`config.mk`:
```
export PLATFORM = sky130hd
export DESIGN_NAME = cache_arbiter
export DESIGN_NICKNAME = d
export VERILOG_FILES = /design/src/rtl/cache_arbiter.sv
export SDC_FILE = /design/constraint.sdc
export NUM_CORES = 1
export LEC_CHECK = 0
export ABC_AREA = 1
export BUFFER_PORTS_ARGS = -buffer_cell sky130_fd_sc_hd__buf_2
export CAP_MARGIN = 20
export CORE_AREA = 10 10 261 263
export DETAILED_ROUTE_END_ITERATION = 8
export DIE_AREA = 0 0 271 273
export SYNTH_ARGS = -nofsm -noshare
export SYNTH_HDL_FRONTEND = slang
export SYNTH_SLANG_ARGS = --single-unit
```
`constraint.sdc`:
```
create_clock -name clk -period 1.6 [get_ports clk]
set_input_delay 0.32 -clock clk [delete_from_list [all_inputs] [get_ports clk]]
set_output_delay 0.32 -clock clk [all_outputs]
set_load 0.05 [all_outputs]
```
`src/rtl/cache_arbiter.sv`:
```
// Round-robin arbiter sharing one L2 line port between the L1 I-cache and D-cache.
// Only the grant state and last-grant bit are registered; all L2/requester outputs are combinational.
module cache_arbiter (
  input  logic         clk,
  input  logic         reset,
  input  logic         i_pmem_read,
  input  logic [15:0]  i_pmem_address,
  output logic [127:0] i_pmem_rdata,
  output logic         i_pmem_resp,
  input  logic         d_pmem_read,
  input  logic         d_pmem_write,
  input  logic [15:0]  d_pmem_address,
  input  logic [127:0] d_pmem_wdata,
  output logic [127:0] d_pmem_rdata,
  output logic         d_pmem_resp,
  output logic         l2_read,
  output logic         l2_write,
  output logic [15:0]  l2_address,
  output logic [127:0] l2_wdata,
  input  logic [127:0] l2_rdata,
  input  logic         l2_resp
);

  typedef enum logic [1:0] {
    IDLE    = 2'd0,
    SERVE_I = 2'd1,
    SERVE_D = 2'd2
  } state_t;

  state_t r_state;
  logic   r_last_grant;  // 0 = I-cache, 1 = D-cache

  logic w_i_req;
  logic w_d_req;
  logic w_unused;

  assign w_i_req  = i_pmem_read;
  assign w_d_req  = d_pmem_read | d_pmem_write;
  // Line-aligned addressing discards the byte offset.
  assign w_unused = ^{i_pmem_address[3:0], d_pmem_address[3:0]};

  always_ff @(posedge clk) begin
    if (reset) begin
      r_state      <= IDLE;
      r_last_grant <= 1'b0;
    end else begin
      case (r_state)
        IDLE: begin
          if (w_i_req && w_d_req) begin
            r_state      <= r_last_grant ? SERVE_I : SERVE_D;
            r_last_grant <= ~r_last_grant;
          end else if (w_i_req) begin
            r_state      <= SERVE_I;
            r_last_grant <= 1'b0;
          end else if (w_d_req) begin
            r_state      <= SERVE_D;
            r_last_grant <= 1'b1;
          end
        end
        SERVE_I, SERVE_D: begin
          if (l2_resp) r_state <= IDLE;
        end
        default: r_state <= IDLE;
      endcase
    end
  end

  // A simultaneous D read+write issues only the write.
  always_comb begin
    l2_read     = 1'b0;
    l2_write    = 1'b0;
    l2_address  = '0;
    l2_wdata    = '0;
    i_pmem_resp = 1'b0;
    d_pmem_resp = 1'b0;
    case (r_state)
      SERVE_I: begin
        l2_read     = 1'b1;
        l2_address  = {i_pmem_address[15:4], 4'h0};
        i_pmem_resp = l2_resp;
      end
      SERVE_D: begin
        l2_read     = d_pmem_read & ~d_pmem_write;
        l2_write    = d_pmem_write;
        l2_address  = {d_pmem_address[15:4], 4'h0};
        l2_wdata    = d_pmem_wdata;
        d_pmem_resp = l2_resp;
      end
      default: ;
    endcase
  end

  assign i_pmem_rdata = l2_rdata;
  assign d_pmem_rdata = l2_rdata;

endmodule

```
## Word-level counts from Yosys, hierarchy flattened

Cells that the tools add are included.

| cells by class | value |
|---|---|
| add/sub/neg operators | 0 |
| reductions and logical operators | 6 |
| bitwise logic cells | 4 |
| muxes and demuxes | 15 |
| shifts and indexed selects | 0 |
| multipliers | 0 |
| div/mod/pow operators | 0 |
| eq/ne operators | 4 |
| $lt $le $gt $ge | 0 |

Operators by type and width:

| kind | count |
|---|---|
| 128-bit 2-to-1 mux | 1 |
| 16-bit one-hot mux with 2 select lines | 1 |
| 2-bit 2-to-1 mux | 5 |
| 1-bit 2-to-1 mux | 6 |
| 4-bit != test (second input constant) | 1 |
| 2-bit one-hot mux with 2 select lines | 1 |
| 2-bit AND reduction | 2 |
| 3-bit nonzero test | 1 |
| 2-bit by 1-bit == test with 1-bit output (second input constant) | 1 |
| 2-bit == test (second input constant) | 1 |
| 2-bit logical NOT | 1 |
| 2-bit != test (second input constant) | 1 |
| 1-bit inverter | 2 |
| 1-bit one-hot mux with 2 select lines | 1 |
| 2-bit OR reduction | 1 |
| 1-bit AND | 1 |
| 1-bit logical AND | 1 |
| 1-bit bitwise OR | 1 |

| word-level totals | value |
|---|---|
| output and inout port bits | 404 |
| latch bits | 0 |
| logic and storage cells | 31 |
| bits in writable memories | 0 |
| memory bits (read-only) | 0 |
| register bits | 3 |
| memories kept | 0 |

## Depth between registers and ports, before layout

Gate-level depths: netlist of the first run.

| logic depth | value |
|---|---|
| word-level depth | 5 |
| mapped depth | 7 |
| gate-level depth less buffers | 6 |

## Worst setup path after synthesis of the first run

Ideal clock, no wire load.

| timing path | value |
|---|---|
| kind | flip-flop to output port |
| from | register r_state[1] |
| to | output port l2_address[10] |
| cell stages (with the launch flop) | 6 |
| slack | -0.397 ns |
| arrival time | 1.677 ns |
| buffers on the path | 1 |
| cells stage by stage | dfxtp_1 -> inv_1 -> ha_1 -> inv_1 -> buf_2 -> a21oi_1 |

| between the ends | value |
|---|---|
| longest elaborated chain between the ends | 2 |

RTL lines:

| what | RTL line | text |
|---|---|---|
| start: declaration | 30 | `state_t r_state;` |
| start signal: assignment | 50 | `r_state <= r_last_grant ? SERVE_I : SERVE_D;` |
| 2-bit == test / 2-bit by 1-bit == test with 1-bit output (equally long branches) | 76 | `case (r_state)` |
| 16-bit one-hot mux with 2 select lines (*) | 76 |  |
| end: declaration | 18 | `output logic [15:0] l2_address,` |

Mark *: on every way between the ends. The rest lies on a longest branch, timed or not.

## Worst setup path after layout of the first run

| timing path | value |
|---|---|
| from | register r_state[1] |
| to | output port l2_wdata[23] |

| between the ends | value |
|---|---|
| longest elaborated chain between the ends | 2 |

RTL lines:

| what | RTL line | text |
|---|---|---|
| 2-bit == test | 76 |  |
| 128-bit 2-to-1 mux | 76 |  |
| end: declaration | 19 | `output logic [127:0] l2_wdata,` |

Every way passes these cells.

==> results_dict.tcl, run 1 <==
set metrics [dict create \
    grt_pass1_vias 3992 \
    fin_ws_ns -0.2355 \
    crit_required_ns 1.28 \
    cpPeakStageDelay_ns 0.32 \
    ys_seq_area_share_pct 1.732 \
    post-route-cell-area_um2 6605 \
    hold_viol 0 \
    crit_chain "buf_6, ha_4, buf_12, buf_8, clkbuf_16, nand2_2, inv_2, buf_12" \
    cts_hold_buf 0 \
    crit_fanout 6 \
    p_sw_share_pct 54.50 \
    rows 92 \
    die_y_um 273 \
    setup_viol 143 \
    coreArea_um2 62740 \
    drive_gt1_share_pct 77.91 \
    die_x_um 271 \
    synthDistinctLibCells 15 \
    ant_nets 0 \
    crit_buf_inv 6 \
    crit_type "reg2out" \
    vias_per_cell 2.425 \
    clk_pin_slew_ns 0.03 \
    antenna_found_initial 15 \
    synth_area_per_cell_um2 5.686 \
    start_kind "register" \
    grt_pass1_wl_mm 29.56 \
    routed_wl_mm 23.19 \
    fin_nets 969 \
    crit_slowest_cell "dfxtp_2" \
    synth_cells 610 \
    layoutNonFillerInstCount 1516 \
    wire_per_inst_um 15.30 \
    pre_cts_ws_ns -0.09587 \
    htree_num_levels 1 \
    yosys.area.top_type "buf_4" \
    synth_top_area_share_pct 56.49 \
    postPlaceCellArea_um2 4810 \
    grt_max_degree 22 \
    violations "setup timing" \
    ioPinCount 698 \
    ys_ff_latch 3 \
    gp_congestion 0.7757 \
    p_comb_share_pct 90.3 \
    critPathTopFamily "buffers and inverters" \
    num_vias 3677 \
    netlist_area_um2 3468 \
    clockBufferDepth 2 \
    hpwl_mm 18.80 \
    start_util_pct 5.529 \
    arrival_ns 1.52 \
    p_leak_nw 3.592 \
    outcome "complete, but fails checks" \
    skew_ns 0.001487 \
    cts_tree "yes" \
    dieArea_um2 73980 \
    synth_area_leaders "buf_4 (56%), nand2_1 (17%), inv_1 (15%)" \
    pwr-share-clk_pct 7.8 \
    crit_top_cell "buf_12" \
    clock.fmax_ghz 0.5448 \
    p_int_mw 2.309 \
    dr.pass1.iters 4 \
    antennaDiodeCount 0 \
    numPlacedInstances 1497 \
    cts_sinks 3 \
    track_usage_pct 5.549 \
    ys_warn_count 0 \
    power_frac_seq_pct 1.9 \
    fill_cells 7172 \
    finalCritPeriodShare_pct 114.7 \
    hp-class "in2reg" \
    syn2layout_area_growth_pct 90.44 \
    end_kind "output pin" \
    rsz0062_at_grt "yes" \
    maxCapViolations 0 \
    route.detailed.drc 0 \
    clock_latency_ns 0.22 \
    gr-total-overflow 0 \
    min_period_ns 1.835 \
    p_per_area_nw_per_um2 768.4 \
    irDropWorstVdd_mv 0.5577 \
    drt_first_iter_violations 50 \
    cts_buffers 3 \
    total_power_mw 5.075 \
    p_sw_mw 2.766 \
    cts_root_buffer "clkbuf_16" \
    port_buffers 301 \
    finalMaxSlewViolations 0 \
]
[routing by layer]
metal / global-route usage, % / vias up / wire length [um]
met3: 5.362 / 80 / 5082
met4: 2.176 / 18 / 756
met1: 4.991 / 1513 / 7426
met5: 1.840 / - / 266
met2: 8.299 / 509 / 9660
li1: - / 1557 / -
[cells in the mapped netlist]
| library cell | n |
|---|---|
| a21oi_1 | 16 |
| buf_2 | 7 |
| buf_4 | 261 |
| buf_6 | 10 |
| conb_1 | 1 |
| dfxtp_1 | 3 |
| ha_1 | 4 |
| inv_1 | 139 |
| nand2_1 | 160 |
| nand3_1 | 2 |
| nand3b_1 | 1 |
| nand4_1 | 1 |
| nor2_1 | 3 |
| nor3_1 | 1 |
| o21ai_0 | 1 |
[cells by family after synthesis]
kind of cell,Yosys count,share of synthesized area (%)
flip-flops,3,1.732
AO/OA/AOI/OAI,17,2.453
AND/OR/NAND/NOR,168,18.47
adder cells (fa/ha/maj),4,1.443
buffers and inverters,417,75.79
other,1,0.1081
[cells in the final DEF (no fill, tap or decap), types with 2 or more instances in the layout]
master,count
buf_4,3
nor2_1,3
buf_6,40
nand2_1,94
ha_4,2
inv_2,99
clkbuf_16,7
nand3_1,2
nand2_4,44
buf_12,49
inv_4,5
a21oi_4,6
dfxtp_2,2
a21oi_2,7
a21oi_1,3
inv_1,35
buf_2,157
buf_16,5
conb_1,4
buf_8,73
nand2_2,22
[area by class of cell]
class	count	area [um^2]	area share [%]
Clock buffer	4	78.83	1.193
Inverter	139	534.3	8.089
Multi-Input combinational cell	193	1297	19.64
Timing Repair Buffer	331	3573	54.10
Tap cell	846	1059	16.03
Sequential cell	3	62.56	0.9471
[power groups by stage]
stage | Combinational (mW) | Clock (mW) | Sequential [mW]
floorplan | 3.75 | 0 | 0.0950
global placement | 3.30 | 0 | 0.0951
detailed placement | 3.31 | 0 | 0.0960
CTS | 4.09 | 0.403 | 0.0982
global route | 4.83 | 0.412 | 0.0990
finish | 4.58 | 0.396 | 0.0977
[state kept, by name, indices dropped and copies added (netlist names)]
| register | cells |
|---|---|
| r_state | 2 |
| r_last_grant | 1 |
[stage by stage]
stage          hold slack (ns)  TNS (ns)  util, %
2_1_floorplan           0.3891   -0.9550        -
3_3_place_gp            0.4796    -3.207    7.667
3_5_place_dp            0.4914    -4.933    7.667
4_1_cts                 0.2785    -29.55    9.414
5_1_grt                 0.2874    -36.78    10.53
6_report                0.2804    -27.81    10.53
[timing repair]
action                                  in CTS  in global routing
pin swaps                                    1                  4
endpoints found under the setup margin     144                144
gates resized for setup                    295                234
gates cloned                                 5                  4
buffers inserted                             4                  3
[final timing paths]
| kind | startpoint | to | slack (ns) | depth (start not counted) |
|---|---|---|---|---|
| worst max-delay path | r_state[1]$_SDFFE_PP0P_ | l2_wdata[23] | -0.24 | 8 |
| worst min-delay path | reset | r_state[1]$_SDFFE_PP0P_ | 0.28 | 2 |
| worst max register to register | r_state[1]$_SDFFE_PP0P_ | r_state[1]$_SDFFE_PP0P_ | 0.43 | 6 |
| worst min register to register | r_last_grant$_SDFFE_PP0P_ | r_last_grant$_SDFFE_PP0P_ | 0.51 | 2 |
(Power assumes the default switching activity.)
==> run 2, diff against run 1 <==
Settings changed: ABC_AREA 1 to 0, CORE_AREA 10 10 261 263 to 10 10 265 267, DIE_AREA 0 0 271 273 to 0 0 275 277.
==> results_dict.tcl, run 2 <==
set metrics [dict create \
    cts_buffers 3 \
    rows 94 \
    track_usage_pct 6.047 \
    grt_max_degree 54 \
    ys_seq_area_share_pct 1.843 \
    coreArea_um2 65160 \
    worstHoldStart "reset" \
    fin_ws_ns -0.2728 \
    fill_cells 7494 \
    rsz0062_at_grt "yes" \
    cts_tree "yes" \
    dr.pass1.iters 4 \
    cts_root_buffer "clkbuf_16" \
    start_kind "register" \
    port_buffers 301 \
    ys_warn_count 0 \
    synth_area_per_cell_um2 7.117 \
    gp_congestion 0.6861 \
    outcome "complete, but fails checks" \
    arrival_ns 1.55 \
    violations "setup timing" \
    ys_async_sr_fraction_pct 0 \
    synth_compound_area_share_pct 4.415 \
    irDropWorstVdd_mv 0.5852 \
    drt_first_iter_violations 62 \
    gr-total-overflow 0 \
    synthDistinctLibCells 24 \
    routed_wl_mm 26.74 \
    die_y_um 277 \
    setup_viol 143 \
    clk_pin_slew_ns 0.03 \
    layout_commonest_cell "buf_2" \
    clock.fmax_ghz 0.5340 \
    yosysMostFrequentCell "buf_4" \
    fin_nets 813 \
    synth_top_area_share_pct 60.12 \
    finalCritPeriodShare_pct 117.1 \
    largest_register_ffs 2 \
    final_cell_mix "buf_2 (157), and2_4 (65), and2_2 (56)" \
    htree_num_levels 1 \
    reg_top3 "r_state x2, r_last_grant x1" \
    crit_top_cell "buf_12" \
    grt_pass1_wl_mm 30.87 \
    critPathTopFamily "buffers and inverters" \
    reg2reg_slack_ns 0.15 \
    ys_ff_latch 3 \
    cpPeakStageDelay_ns 0.33 \
    clockBufferDepth 2 \
    total_power_mw 4.672 \
    crit_required_ns 1.28 \
    netlist_area_um2 3259 \
    crit_type "reg2out" \
    synth_cells 458 \
    fin_util_pct 9.619 \
    min_period_ns 1.873 \
    drive_gt1_share_pct 93.58 \
    largest-register "r_state" \
    synth_area_leaders "buf_4 (60%), and2_1 (25%), a22oi_1 (2.8%)" \
    maxCapViolations 0 \
    hp-class "in2reg" \
    synth_fa_ha_area_share_pct 1.536 \
    synth_commonest_cells "buf_4 (261), and2_1 (131), nor2b_1 (13)" \
    yosys.area_share.simple_pct 29.48 \
    crit_buf_inv 4 \
    crit_slowest_cell "dfxtp_2" \
    hpwl_mm 22.01 \
    syn2layout_area_growth_pct 92.28 \
    synth-xor-area-share_pct 0 \
    ioPinCount 698 \
    crit_chain "inv_1, buf_4, ha_4, buf_12, o21a_1, buf_12" \
    hold_viol 0 \
    wire_per_inst_um 19.36 \
    vias_per_cell 2.277 \
    finalMaxSlewViolations 0 \
    clock_latency_ns 0.23 \
    die_x_um 275 \
    synth_edf_count 0 \
    final-seq-area_um2 65.06 \
    skew_ns 0.0006110 \
    route.detailed.drc 0 \
    yosys.area.top_type "buf_4" \
    muxShareOfSynthArea_pct 0 \
    antenna_found_initial 25 \
    multi_input_area_um2 1583 \
    startpoint "r_state[1]$_SDFFE_PP0P_" \
    crit_fanout 8 \
    num_vias 3144 \
    ant_nets 0 \
    synth_ff_type "dfxtp_1" \
    r2r_start "r_state[1]$_SDFFE_PP0P_" \
    start_util_pct 5.002 \
    synth_top_family_by_area "buffers and inverters" \
    p_leak_nw 2.601 \
    dieArea_um2 76180 \
    p_per_area_nw_per_um2 745.5 \
    cts_sinks 3 \
    cts_hold_buf 0 \
    end_kind "output pin" \
    grt_pass1_vias 3425 \
]
-- run 2: changes by cell type after synthesis, moves of 12 or more --
cell,before,now
nand2_1,160,1
and2_1,0,131
inv_1,139,2
nor2b_1,0,13
a22oi_1,0,12
a21oi_1,16,2
-- run 2: cells by family (layout without fill, tap and decap cells) --
group | after synthesis | after routing
other | 1 | 7
adders and majority gates | 4 | 4
DFF | 3 | 3
and+or+nand+nor | 151 | 151
buffers and inverters | 279 | 332
AOI/OAI and AO/OA | 20 | 20
-- run 2: worst reg2reg max path, cell delays in order, from the launching register on --
cell     delay, ns
dfxtp_2       0.33
inv_1         0.08
buf_4         0.15
ha_4          0.30
buf_16        0.13
nor2b_1       0.17
o21ai_1       0.10
a21oi_2       0.12
-- run 2: metal layers --
layer	vias up	routed length [um]	global-route usage, %	part of all wire [%]
li1	1254	-	-	-
met1	1284	8777	5.816	33
met2	486	10700	8.677	40
met3	102	6189	6.000	23
met4	18	947	2.214	3.5
met5	-	118	0.1315	0.44
-- run 2: repair_timing --
item                                    in CTS  in global routing
gates resized for setup                    256                 91
endpoints found under the hold margin        0                  0
buffers inserted                             2                  3
endpoints found under the setup margin     144                144
cloned                                       4                  6
pin swaps                                    3                  3
-- run 2: final cells by class --
cell class	instances	area share (%)
antenna	3	0.1198
inverter	2	0.1996
tap	864	17.25
multi-input combinational	179	25.25
timing repair buffer	326	54.88
clock buffer	4	1.258
sequential	3	1.038
-- run 2: final timing paths --
path	end	cells after the start
max reg2reg	r_state[1]$_SDFFE_PP0P_	7
min	r_state[1]$_SDFFE_PP0P_	2
max	l2_read	6
min reg2reg	r_state[1]$_SDFFE_PP0P_	2
-- run 2: stage by stage --
step                worst slack [ns]  instances  instance area (um^2)  hold WS (ns)  TNS [ns]
floorplan                   -0.09103        461                  3420        0.3824   -0.7773
detailed placement           -0.2108       1360                  4821        0.5019    -13.36
global placement             -0.2011       1360                  4821        0.4880    -9.876
global route                 -0.3175       1378                  6260        0.2962    -37.78
finish                       -0.2728       1381                  6267        0.2858    -31.17
CTS                          -0.2763       1370                  5852        0.2871    -34.46
-- run 2: where the power goes --
group | leakage, nW | switching [mW] | internal (mW)
clock | 0.0382 | 0.0765 | 0.330
combinational | 2.54 | 2.25 | 1.91
sequential | 0.0259 | 0.0133 | 0.0876
total | 2.60 | 2.34 | 2.33
